[src/rtl/pipe_stage_skid.sv]
// Inter-stage pipeline register with valid/ready handshake, optional 2-entry skid and flush.
// Control payload is gated to zero whenever the stage presents a bubble.
module pipe_stage_skid #(
  parameter int DATA_W   = 256,
  parameter int CTRL_W   = 16,
  parameter bit SKID     = 1'b1,
  parameter bit CLR_DATA = 1'b0
) (
  input  logic              clk,
  input  logic              rst,
  input  logic              flush,
  input  logic              in_valid,
  output logic              in_ready,
  input  logic [DATA_W-1:0] in_data,
  input  logic [CTRL_W-1:0] in_ctrl,
  output logic              out_valid,
  input  logic              out_ready,
  output logic [DATA_W-1:0] out_data,
  output logic [CTRL_W-1:0] out_ctrl,
  output logic [1:0]        occupancy
);

  typedef struct packed {
    logic [CTRL_W-1:0] ctrl;
    logic [DATA_W-1:0] data;
  } ent_t;

  ent_t m_q, m_d, s_q, s_d, in_ent;
  logic m_vld_q, m_vld_d, s_vld_q, s_vld_d;
  logic acc, pop;

  assign in_ent = '{ctrl: in_ctrl, data: in_data};

  // Skid mode takes in_ready straight from a flop; bypass mode looks through to out_ready.
  assign in_ready  = SKID ? !s_vld_q : (!m_vld_q || out_ready);
  assign acc       = in_valid && in_ready;
  assign pop       = m_vld_q && out_ready;
  assign out_valid = m_vld_q;
  assign out_data  = m_q.data;
  assign out_ctrl  = m_vld_q ? m_q.ctrl : '0;

  always_comb begin
    m_d     = m_q;
    s_d     = s_q;
    m_vld_d = m_vld_q;
    s_vld_d = s_vld_q;
    if (flush) begin
      m_vld_d = 1'b0;
      s_vld_d = 1'b0;
      m_d.ctrl = '0;
      s_d.ctrl = '0;
      if (CLR_DATA) begin
        m_d.data = '0;
        s_d.data = '0;
      end
    end else if (SKID) begin
      if (m_vld_q && s_vld_q) begin
        // Full: in_ready is low, so only a pop can move things along.
        if (pop) begin
          m_d     = s_q;
          s_vld_d = 1'b0;
        end
      end else if (m_vld_q) begin
        if (acc && pop) begin
          m_d = in_ent;
        end else if (acc) begin
          s_d     = in_ent;
          s_vld_d = 1'b1;
        end else if (pop) begin
          m_vld_d = 1'b0;
        end
      end else if (acc) begin
        m_d     = in_ent;
        m_vld_d = 1'b1;
      end
    end else begin
      if (acc) begin
        m_d     = in_ent;
        m_vld_d = 1'b1;
      end else if (pop) begin
        m_vld_d = 1'b0;
      end
    end
  end

  always_ff @(posedge clk) begin
    if (rst) begin
      m_vld_q   <= 1'b0;
      s_vld_q   <= 1'b0;
      m_q.ctrl  <= '0;
      s_q.ctrl  <= '0;
      occupancy <= 2'd0;
      if (CLR_DATA) begin
        m_q.data <= '0;
        s_q.data <= '0;
      end
    end else begin
      m_vld_q   <= m_vld_d;
      s_vld_q   <= s_vld_d;
      m_q       <= m_d;
      s_q       <= s_d;
      occupancy <= {1'b0, m_vld_d} + {1'b0, s_vld_d};
    end
  end

endmodule

[config.mk]
export PLATFORM = sky130hd
export DESIGN_NAME = pipe_stage_skid
export DESIGN_NICKNAME = d
export VERILOG_FILES = /design/src/rtl/pipe_stage_skid.sv
export SDC_FILE = /design/constraint.sdc
export NUM_CORES = 1
export LEC_CHECK = 0
export BUFFER_PORTS_ARGS = -buffer_cell sky130_fd_sc_hd__clkbuf_2
export CAP_MARGIN = 20
export CORE_AREA = 2 2 213 215
export DETAILED_ROUTE_END_ITERATION = 8
export DIE_AREA = 0 0 215 217
export PLACE_DENSITY = 0.87
export SYNTH_ARGS = -nofsm -noshare
export SYNTH_HDL_FRONTEND = slang
export SYNTH_SLANG_ARGS = --single-unit
[constraint.sdc]
create_clock -name clk -period 20.7 [get_ports clk]
set_input_delay 3.105 -clock clk [delete_from_list [all_inputs] [get_ports clk]]
set_output_delay 3.105 -clock clk [all_outputs]
set_load 0.01 [all_outputs]
### After elaboration in Yosys (flattened, before gate mapping)

Index checks and enable logic that the tools add are counted.
Widths: inputs -> output; s select.

| word-level totals | value |
|---|---|
| output and inout port bits | 276 |
| bits of input ports | 277 |
| logic and storage cells | 44 |
| register bits | 548 |

| cells by class | value |
|---|---|
| equality and inequality tests | 2 |
| mux-type cells | 19 |
| reduce and logical (&&, ||, !) cells | 11 |
| add/sub/neg operators | 1 |
| bitwise logic cells | 4 |

Operators by type and width:

| cell | count |
|---|---|
| $mux 272 | 5 |
| $mux 16 | 1 |
| $mux 1 | 13 |
| $reduce_and 6->1 | 1 |
| $reduce_and 5->1 | 1 |
| $logic_and 1x1->1 | 4 |
| $not 1->1 | 4 |
| $reduce_and 4->1 | 1 |
| $ne 3x1->1 const B | 1 |
| $reduce_and 3->1 | 1 |
| $reduce_bool 3->1 | 1 |
| $add 1x1->2 | 1 |
| $ne 2x2->1 const B | 1 |
| $reduce_or 2->1 | 1 |
| $logic_not 1->1 | 1 |

### Depth between registers and ports, before layout

| logic depth | value |
|---|---|
| depth after elaboration | 8 |
| mapped depth | 7 |
| gate-level depth less buffers | 5 |

### Worst setup path after synthesis

Ideal clock, no wire load.

| timing | value |
|---|---|
| path kind | input -> register |
| start | input flush |
| end | register s_q[0] (netlist bit) (enable) |
| library setup time | 0.879 ns |
| path slack | 5.407 ns |
| arrival time | 14.414 ns |
| required time | 19.821 ns |
| stages | 4 |
| cell sequence | or2_2 clkbuf_1 clkbuf_1 nor2_1 |

| between the ends | value |
|---|---|
| cells in the longest elaborated chain, start to end | 2 |

RTL lines:

| what | line | RTL |
|---|---|---|
| start: declaration | 11 | `input logic flush,` |
| $not 1->1 (no line) | n/a |  |
| $reduce_and 6->1 (no line) | n/a |  |
| end: declaration | 28 | `ent_t m_q, m_d, s_q, s_d, in_ent;` |

No other way between the ends.
A chain may end at the register's enable or synchronous reset.

### Worst setup path in the final report

| timing | value |
|---|---|
| start | input flush |
| end | register m_q (netlist bit out_data[181]) (enable) |

| between the ends | value |
|---|---|
| cells in the longest elaborated chain, start to end | 2 |

RTL lines:

| what | line | RTL |
|---|---|---|
| $not 1->1 (no line) | n/a |  |
| $reduce_and 5->1 (no line) | n/a |  |
| end signal: assignment | 100 | `m_q <= m_d;` |
| end: declaration | 28 |  |

No other way between the ends.

==> flow_metrics.tcl <==
set metrics [dict create \
    place_area_sq_mm 0.0234 \
    drv_cap 0 \
    cts_hold_buf 0 \
    cts_sinks 548 \
    nFillCells 3352 \
    final_area_sq_mm 0.0250 \
    die_h_microns 217 \
    hold_end "s_q[267]" \
    netlist_area_sq_mm 0.0219 \
    wl_per_cell_microns 20.5 \
    tns_ns 0 \
    areaGrowthSynthToFinish_pct 13.8 \
    hp-start "s_q[267]" \
    yosysMostFrequentCell "edfxtp_1" \
    synth-seq-cells 548 \
    ir_worst_vdd_mv 0.0726 \
    postLayoutCoreUtil_pct 55.9 \
    grt_max_degree 174 \
    synth.area.top_cells "edfxtp_1 (70%), mux2_2 (9.9%), buf_4 (8.9%), dfxtp_1 (3.3%), mux2_1 (3.3%)" \
    yosysTopAreaCell "edfxtp_1" \
    drcViolationCount 0 \
    worst_slew_pin_slew_ns 1.05 \
    syn-num-nets 1514 \
    p_leak_nw 9.50 \
    postCtsSetupBuffers 0 \
    rrSetupSlack_ns 16.74 \
    cts.repair.resized 0 \
    grt_pass1_wl_microns 67200 \
    synthCells 1236 \
    maxSlewViolCount 0 \
    detailroute.via_count 11113 \
    diodes 0 \
    die_x_microns 215 \
    cts_tree "done" \
    final.period_utilization_pct 28.0 \
    ys.flop_type "edfxtp_1" \
    ant_nets 0 \
    dieArea_sq_mm 0.0467 \
    place_congestion 0.819 \
    finalSetupViolCount 0 \
    grt_usage_pct 18.6 \
    synth_edf_count 512 \
    r2r-start "out_valid" \
    htree_levels 2 \
    synth_top_cell_area_share_pct 70.1 \
    arrival_ns 5.98 \
    skew_ns 0.0259 \
    crit_chain "clkbuf_2, nor2_2, o221ai_2, inv_8, buf_4" \
    startpoint_type "primary input" \
    ys_top_cells_by_count "edfxtp_1 (512), buf_4 (259), mux2_2 (192)" \
    clk_path_buf_depth 3 \
    reg2reg_to "out_data[128]" \
    fin_crit_ns 5.79 \
    p_per_area_mw_per_mm2 89.5 \
    required_ns 20.89 \
    drive_above_1_share_pct 52.0 \
    start_util_pct 49.1 \
    nets 1832 \
    ys_types 28 \
    via_per_inst 5.06 \
    ys_warn_count 0 \
    fp.coreArea_sq_mm 0.0447 \
    cts_inserted_buffers 53 \
    rr_worst_depth 4 \
    hpwl_microns 30400 \
    drtPass1Iterations 5 \
    hold_class "reg2reg" \
    relSlewSlack_pct 30.0 \
    grt_pass1_vias 11601 \
    root_buffer "clkbuf_16" \
    crit_slowest_cell "buf_4" \
    ios 553 \
    antenna_found_initial 1 \
    cp_max_fo 109 \
    path_clk_slew_ns 0.06 \
    fmax_mhz 173 \
    globalRouteOverflowTotal 0 \
    hold_viol_final 0 \
    end_kind "register" \
    ys_seq_area_share_pct 73.4 \
    min_path_cells 2 \
    max_stage_delay_ns 0.87 \
    port_buffers 552 \
    worstSetupPathType "in2reg" \
    drt_iter0_markers 721 \
    insertion_delay_ns 0.59 \
    outcome "completed" \
    rsz0062_at_grt "false" \
    async_reset_ff_share_pct 0 \
    rows 78 \
    synth_area_per_cell_sq_um 17.7 \
    drt-total-wl_microns 45100 \
]
==> through the flow <==
stage	cells	hold WS [ns]	total power, mW	worst slack (ns)
6_report	2197	0.460	2.24	14.91
5_1_grt	2197	0.477	2.30	14.66
4_1_cts	2196	0.461	2.26	14.90
3_5_place_dp	2098	0.449	1.36	14.27
3_3_place_gp	2098	0.444	1.36	14.35
2_1_floorplan	1236	0.436	1.33	5.41
==> routing by layer <==
| layer | track usage (%) | share of wire [%] | wire, microns | vias to the layer above |
|---|---|---|---|---|
| li1 | - | - | - | 4986 |
| met1 | 22.8 | 39 | 17400 | 5554 |
| met2 | 31.8 | 50 | 22600 | 482 |
| met3 | 5.52 | 8.1 | 3640 | 91 |
| met4 | 6.25 | 3.0 | 1350 | 0 |
| met5 | 0 | 0 | 0 | - |
==> critical path, delay by kind of cell <==
| kind | cells | cell delay [ns] |
|---|---|---|
| AND/OR/NAND/NOR | 1 | 0.52 |
| buffers and inverters | 3 | 1.70 |
| AO/OA/AOI/OAI | 1 | 0.51 |
==> kinds of logic (layout without fill, tap and decap cells) <==
| group | Yosys count | count (layout) | share of synthesized area, % |
|---|---|---|---|
| DFF | 548 | 548 | 73.4 |
| buffers and inverters | 300 | 661 | 10.0 |
| muxes | 272 | 272 | 13.9 |
| and+or+nand+nor | 79 | 79 | 1.68 |
| AOI/OAI and AO/OA | 36 | 36 | 0.987 |
| adders and majority gates | 1 | 1 | 0.0570 |
==> worst max path at each step <==
stage                   start       endpoint  slack [ns]  cells after the start
finish                  flush  out_data[181]       14.91                      5
global route            flush  out_data[181]       14.66                      5
CTS                 out_ready       s_q[159]       14.90                      5
detailed placement  out_ready        s_q[32]       14.27                      5
global placement    out_ready       s_q[101]       14.35                      5
floorplan               flush         s_q[0]        5.41                      4
==> where the power goes <==
group | total, mW | internal [mW] | switching [mW]
Clock | 0.894 | 0.491 | 0.403
Sequential | 1.24 | 1.23 | 0.00633
Combinational | 0.102 | 0.0477 | 0.0542
Total | 2.24 | 1.77 | 0.464
==> layout make-up <==
type	count	area [sq um]	area share, %
Sequential cell	548	16100	64.5
Multi-Input combinational cell	388	3660	14.7
Timing Repair Buffer	561	2860	11.4
Clock buffer	70	1440	5.78
Tap cell	600	751	3.01
Clock inverter	28	144	0.576
Inverter	2	15.0	0.0601
==> placed cells by master (no fill, tap or decap), types with 2 or more instances in the layout <==
master and count:
mux2i_1 16, clkinv_2 9, clkbuf_2 552, o22ai_1 16, buf_4 7, nor2b_1 2, mux2_1 64, inv_6 4
edfxtp_1 512, and2_1 17, nor2_1 3, inv_8 2, clkbuf_16 55, clkbuf_1 14, clkinv_1 14, buf_12 2
a21oi_1 17, nand2_1 48, dfxtp_1 36, mux2_2 192
==> state kept, by name, summed over array words and instances, names as in the netlist <==
name and flops:
out_data 256, s_vld_q 1, s_q 272, occupancy 2, m_q 16, out_valid 1
Note: power is estimated with default switching activity, not from simulation.
